<file path="config.mk">
export PLATFORM = sky130hd
export DESIGN_NAME = max7219_if_arbiter
export DESIGN_NICKNAME = d
export VERILOG_FILES = /design/src/rtl/max7219_if_arbiter.sv
export SDC_FILE = /design/constraint.sdc
export NUM_CORES = 1
export LEC_CHECK = 0
export CORE_MARGIN = 4
export CORE_UTILIZATION = 30
export DETAILED_ROUTE_END_ITERATION = 8
export PLACE_DENSITY_LB_ADDON = 0.2
export SLEW_MARGIN = 5
export SYNTH_ARGS = -nofsm -noshare
export SYNTH_HDL_FRONTEND = slang
export SYNTH_SLANG_ARGS = --single-unit
export TNS_END_PERCENT = 50
</file>
<file path="constraint.sdc">
create_clock -name clk -period 3.41 [get_ports clk]
set_input_delay 1.023 -clock clk [delete_from_list [all_inputs] [get_ports clk]]
set_output_delay 1.023 -clock clk [all_outputs]
set_load 0.02 [all_outputs]
</file>
<file path="src/rtl/max7219_if_arbiter.sv">
// max7219_if_arbiter: shares one max7219_if serial driver between G_NB_REQ
// requesters. A requester owns the driver for a burst of frames. Grants are
// round-robin by default. Define MAX7219_IF_ARB_FIXED_PRIO_EN to use fixed
// priority instead, where the lowest-index requester always wins.
// An idle watchdog revokes the grant from an owner that never issues start.
// Handshake: the owner's i_start is accepted only in GRANT. It is forwarded
// to the driver one cycle later. The driver's done is accepted only in XFER.
// It comes back as a single o_done pulse to the owner one cycle later.
`timescale 1ns/1ps
module max7219_if_arbiter #(
    parameter int G_NB_REQ        = 3,
    parameter int G_DATA_WIDTH    = 16,
    parameter int G_IDLE_TIMEOUT  = 1024,
    parameter int G_TIMEOUT_WIDTH = 16
) (
    input  logic                             clk,
    input  logic                             rst_n,
    input  logic [G_NB_REQ-1:0]              i_req,
    output logic [G_NB_REQ-1:0]              o_gnt,
    input  logic [G_NB_REQ-1:0]              i_start,
    input  logic [G_NB_REQ-1:0]              i_en_load,
    input  logic [G_NB_REQ*G_DATA_WIDTH-1:0] i_data,
    output logic [G_NB_REQ-1:0]              o_done,
    output logic                             o_max7219_if_start,
    output logic                             o_max7219_if_en_load,
    output logic [G_DATA_WIDTH-1:0]          o_max7219_if_data,
    input  logic                             i_max7219_if_done,
    output logic [2:0]                       o_owner,
    output logic                             o_busy,
    output logic                             o_timeout,
    output logic [1:0]                       o_dbg_state
);

    typedef enum logic [1:0] {
        ST_IDLE    = 2'd0,
        ST_GRANT   = 2'd1,
        ST_XFER    = 2'd2,
        ST_RELEASE = 2'd3
    } state_t;

    localparam logic [G_TIMEOUT_WIDTH-1:0] LP_WD_LIMIT = G_TIMEOUT_WIDTH'(G_IDLE_TIMEOUT);
    localparam logic [G_TIMEOUT_WIDTH-1:0] LP_WD_ONE   = G_TIMEOUT_WIDTH'(1);
    localparam logic [2:0]                 LP_LAST_IDX = 3'(G_NB_REQ - 1);

    state_t                      state_q, state_d;
    logic [G_NB_REQ-1:0]         gnt_q, gnt_d;
    logic [2:0]                  owner_q, owner_d;
    logic                        busy_q, busy_d;
    logic                        start_q, start_d;
    logic                        en_load_q, en_load_d;
    logic [G_DATA_WIDTH-1:0]     data_q, data_d;
    logic [G_NB_REQ-1:0]         done_q, done_d;
    logic                        timeout_q, timeout_d;
    logic [2:0]                  rr_q, rr_d;
    logic [G_TIMEOUT_WIDTH-1:0]  wd_q, wd_d;

    // Arbitration winner and the owner's view of the shared request bundle.
    logic                        win_found;
    logic [2:0]                  win_idx;
    logic [G_NB_REQ-1:0]         win_oh;
    logic                        own_req;
    logic                        own_start;
    logic                        own_en_load;
    logic [G_DATA_WIDTH-1:0]     own_data;
    logic                        wd_expire;

    // Pick the winner: the first request at or above the RR pointer, else the lowest one.
    always_comb begin
        win_found = 1'b0;
        win_idx   = '0;
        win_oh    = '0;
`ifndef MAX7219_IF_ARB_FIXED_PRIO_EN
        for (int k = 0; k < G_NB_REQ; k++) begin
            if (!win_found && i_req[k] && (3'(k) >= rr_q)) begin
                win_found = 1'b1;
                win_idx   = 3'(k);
                win_oh[k] = 1'b1;
            end
        end
`endif
        for (int k = 0; k < G_NB_REQ; k++) begin
            if (!win_found && i_req[k]) begin
                win_found = 1'b1;
                win_idx   = 3'(k);
                win_oh[k] = 1'b1;
            end
        end
    end

    // Mux the owner's signals through the one-hot grant.
    always_comb begin
        own_data = '0;
        for (int k = 0; k < G_NB_REQ; k++) begin
            if (gnt_q[k]) begin
                own_data = i_data[k*G_DATA_WIDTH +: G_DATA_WIDTH];
            end
        end
        own_req     = |(i_req & gnt_q);
        own_start   = |(i_start & gnt_q);
        own_en_load = |(i_en_load & gnt_q);
        wd_expire   = (G_IDLE_TIMEOUT != 0) && ((wd_q + LP_WD_ONE) == LP_WD_LIMIT);
    end

    // Next-state and registered-output logic of the grant FSM.
    always_comb begin
        state_d   = state_q;
        gnt_d     = gnt_q;
        owner_d   = owner_q;
        busy_d    = busy_q;
        start_d   = 1'b0;
        en_load_d = en_load_q;
        data_d    = data_q;
        done_d    = '0;
        timeout_d = 1'b0;
        rr_d      = rr_q;
        wd_d      = wd_q;
        case (state_q)
            ST_IDLE: begin
                wd_d = '0;
                if (win_found) begin
                    gnt_d   = win_oh;
                    owner_d = win_idx;
                    busy_d  = 1'b1;
                    state_d = ST_GRANT;
                end
            end
            ST_GRANT: begin
                // A start wins over a simultaneous request drop. The drop is then seen after done.
                if (own_start) begin
                    data_d    = own_data;
                    en_load_d = own_en_load;
                    start_d   = 1'b1;
                    wd_d      = '0;
                    state_d   = ST_XFER;
                end else if (!own_req) begin
                    state_d = ST_RELEASE;
                end else if (wd_expire) begin
                    timeout_d = 1'b1;
                    state_d   = ST_RELEASE;
                end else if (G_IDLE_TIMEOUT != 0) begin
                    wd_d = wd_q + LP_WD_ONE;
                end
            end
            ST_XFER: begin
                if (i_max7219_if_done) begin
                    done_d  = gnt_q;
                    state_d = own_req ? ST_GRANT : ST_RELEASE;
                end
            end
            ST_RELEASE: begin
                gnt_d     = '0;
                busy_d    = 1'b0;
                en_load_d = 1'b0;
                wd_d      = '0;
                rr_d      = (owner_q >= LP_LAST_IDX) ? 3'd0 : owner_q + 3'd1;
                state_d   = ST_IDLE;
            end
            default: state_d = ST_IDLE;
        endcase
    end

    // State and output registers.
    always_ff @(posedge clk or negedge rst_n) begin
        if (!rst_n) begin
            state_q   <= ST_IDLE;
            gnt_q     <= '0;
            owner_q   <= '0;
            busy_q    <= 1'b0;
            start_q   <= 1'b0;
            en_load_q <= 1'b0;
            data_q    <= '0;
            done_q    <= '0;
            timeout_q <= 1'b0;
            rr_q      <= '0;
            wd_q      <= '0;
        end else begin
            state_q   <= state_d;
            gnt_q     <= gnt_d;
            owner_q   <= owner_d;
            busy_q    <= busy_d;
            start_q   <= start_d;
            en_load_q <= en_load_d;
            data_q    <= data_d;
            done_q    <= done_d;
            timeout_q <= timeout_d;
            rr_q      <= rr_d;
            wd_q      <= wd_d;
        end
    end

    assign o_gnt                = gnt_q;
    assign o_owner              = owner_q;
    assign o_busy               = busy_q;
    assign o_done               = done_q;
    assign o_timeout            = timeout_q;
    assign o_max7219_if_start   = start_q;
    assign o_max7219_if_en_load = en_load_q;
    assign o_max7219_if_data    = data_q;
    assign o_dbg_state          = state_q;

endmodule

</file>
==> summary.txt <==
Cells and area
  • Most frequent cells in the layout: 88 x clkdlybuf4s50_1, 49 x dfrtp_1, 40 x nand2_1, 37 x nor2_1, 32 x o21ai_0
  • # nets final: between 400 and 500
  • Share of cells above drive strength 1: about 7.7%
  • Filler cell count: a little under 900
  • # diodes: 0
  • Fin util: between 40 and 50%
  • Commonest non-fill, non-tap cell in the layout: clkdlybuf4s50_1
  • Area grow syn2layout: 41.0%

Timing
  • Skew final: 11.8 ps
  • RSZ-0062 raised after global routing: no
  • Final hold vios: 0
  • Period utilization: 83.2%
  • Crit path time final: 2840 ps
  • F_max: 353 MHz
  • Final setup vio count: 0
  • Setup TNS: 0 ps
  • Worst slew margin: between 50 and 60%
  • Worst Max-Slew Pin Slew: 638 ps
  • Slew Viols, Final: 0

Worst setup path
  • Largest stage delay on the critical path: 560 ps
  • Worst endpoint data arrival time: 3060 ps
  • Slowest stage cell, crit path: or4_4
  • CP top delay family: simple AND/OR/NAND/NOR gates
  • Cell Chain, Critical Path: ha_1, nand2_1, or4_4, nor2_4, mux2i_1, o2111a_2, nor2_1, a31oi_1
  • CP Launch Point: wd_q[0]
  • Required @ worst endpoint: 3630 ps
  • R2R Path End: wd_q[8]
  • Worst setup EP type: register
  • Reg-to-Reg Start: wd_q[0]
  • Crit path kind: register to register
  • Critical path endpoint: wd_q[8]
  • Reg2reg path depth: 8
  • Instance count on the critical path: 8
  • CP Max Fanout: 14
  • CP bufs+invs: 0
  • Setup slack, reg-to-reg: between 500 and 600 ps
  • Critical path startpoint category: register

Synthesis
  • Synth Area in Simple Gates: 22.2%
  • Mapped cell area: roughly 2800 sq um
  • Fraction of registers with async set/reset: 100%
  • Mux contribution to synthesized area: 0.719%
  • Avg Cell Area, Syn: 8.54 sq um
  • Synth Area in Compound Gates: around 27%
  • Synth Area in XOR/XNOR: 0%
  • Largest family of logic cells by synthesized area: compound AO/OA/AOI/OAI gates
  • Syn. warnings: 0
  • Number of synthesized flops with an enable pin: 0
  • Seq cells post-synth: 49
  • Syn_nets: a little under 400
  • Cells after Synth: 326
  • Ys flop type: dfrtp_1
  • Synth unique cells: 47
  • Seq/Total Area, Yosys: 44.0%
  • Post-synthesis adder-cell area fraction: 2.25%

Detailed routing
  • Detailed-route via count: ~2,700
  • Starting DRT DRC Count: ~140
  • DRT Pass-1 Iters: 4
  • Antenna Nets Post-Route: 0
  • DR WL/cell: 15.8 um
  • Avg Vias per Cell: 5.19
  • Drt drc: 0
  • Post-Route WL: roughly 8300 um

Die
  • Initial core utilization: 31.3%
  • Die H: approximately 100 um
  • Area of the core: 8890 sq um
  • Die X: 104 um
  • I/O pin count: 91
  • Die area: 10,900 sq um
  • Std-Cell Rows: 34

Power and ir drop
  • Clock network power share: between 10% and 20%
  • Pint: 1.49 mW
  • Switching component of the power: about 1.1 mW
  • Overall power: 2.59 mW
  • Power Dens Cells: 659 nW/um^2
  • Sw Ratio: between 40 and 50%
  • Peak VDD IR: 0.292 mV
  • Reg power frac: roughly a third
  • Static leakage: 1.63 nW
  • Comb pwr share: 51.1%

Global routing
  • Total grt overflow: 0
  • GRT Total Usage: between 15 and 20%
  • Initial antenna violation count: 0
  • Pin count of the biggest net entering global routing: 48
  • Vias in the first global route: about 2,600
  • First-pass GRT wire length: 13,800 um

CTS
  • Inserted Clock Buffers: 5
  • Post-CTS Hold Buffers: 0
  • Post-CTS Setup Repair Bufs: 0
  • Clk buf depth: 2
  • CTS tree: done
  • Htree depth: 2
  • # resized after CTS: 0
  • Clk_lat worst skew: 310 ps
  • CTS Sinks: 49
  • Root buf cell: clkbuf_8
  • Reg clk slew, reported paths: 90 ps

Placed design
  • Placer Congestion: about 0.8
  • IO buf count: 89
  • Detailed placement HPWL: 6150 um

Run
  • Max Cap Viol: 0

Status
  • Outcome: finished, final reports clean

Min path
  • Hold crit path type: input port to async pin
stage by stage:
stage               hold WS [ps]  setup WS [ps]  instances  cell area [sq um]
floorplan                    493            731        326               2790
finish                       487            574        526               3930
CTS                          485            544        526               3930
global route                 474            322        526               3930
detailed placement           473            270        518               3810
global placement             465            306        518               3810
worst min path at each step:
stage | endpoint | from | slack, ps
2_1_floorplan | wd_q[8] | wd_q[8] | 490
3_3_place_gp | o_max7219_if_data[4] | o_max7219_if_data[4] | 460
3_5_place_dp | o_max7219_if_data[7] | o_max7219_if_data[7] | 470
4_1_cts | o_max7219_if_data[0] | rst_n | 480
5_1_grt | o_max7219_if_data[0] | rst_n | 470
6_report | o_max7219_if_data[0] | rst_n | 490
cell families (layout without fill, tap and decap cells):
logic type / count (synthesis) / in the layout
adders and majority gates: 5 / 5
and+or+nand+nor: 130 / 130
other: 1 / 1
muxes: 2 / 2
DFF: 49 / 49
buffers and inverters: 23 / 115
AOI/OAI and AO/OA: 116 / 116
routing by layer:
layer | vias to the layer above | track usage, % | part of all wire, %
met5 | - | 0 | 0
met4 | 0 | 4.46 | 1.3
met3 | 6 | 3.41 | 6.5
met2 | 90 | 24.4 | 45
met1 | 1259 | 21.0 | 47
li1 | 1375 | - | -
cells in the mapped netlist (5+ instances only):
| master | n | area share (%) |
|---|---|---|
| a31oi_1 | 7 | 1.6 |
| ha_1 | 5 | 2.2 |
| nand3_1 | 14 | 2.5 |
| dfrtp_1 | 49 | 44 |
| a22oi_1 | 14 | 3.8 |
| o21ai_0 | 32 | 5.8 |
| nand2_1 | 40 | 5.4 |
| or3_1 | 6 | 1.3 |
| o31ai_1 | 13 | 3.5 |
| a21oi_1 | 25 | 4.5 |
| nor2_1 | 37 | 5.0 |
| clkbuf_1 | 10 | 1.3 |
| inv_1 | 8 | 1.1 |
| and3_1 | 6 | 1.3 |
area by class of cell:
| class | instances | area (sq um) | share of cell area (%) |
|---|---|---|---|
| multi-input combinational | 254 | 1460 | 37.2 |
| sequential | 49 | 1230 | 31.2 |
| timing repair buffer | 99 | 961 | 24.5 |
| tap | 108 | 135 | 3.44 |
| clock buffer | 5 | 68.8 | 1.75 |
| clock inverter | 3 | 43.8 | 1.12 |
| inverter | 8 | 30.0 | 0.765 |
flip-flops by register name, indices dropped and copies added, names as in the netlist, 2 cells and up:
signal             flops
o_max7219_if_data     16
wd_q                  16
o_done                 3
o_gnt                  3
rr_q                   3
o_dbg_state            2
o_owner                2
power groups by stage:
stage	clock (mW)	sequential [mW]	combinational (mW)
2_1_floorplan	0	0.953	0.655
3_3_place_gp	0	0.845	1.33
3_5_place_dp	0	0.850	1.33
4_1_cts	0.446	0.838	1.34
5_1_grt	0.472	0.860	1.47
6_report	0.428	0.837	1.32
Power figures use the tool's default switching activity.
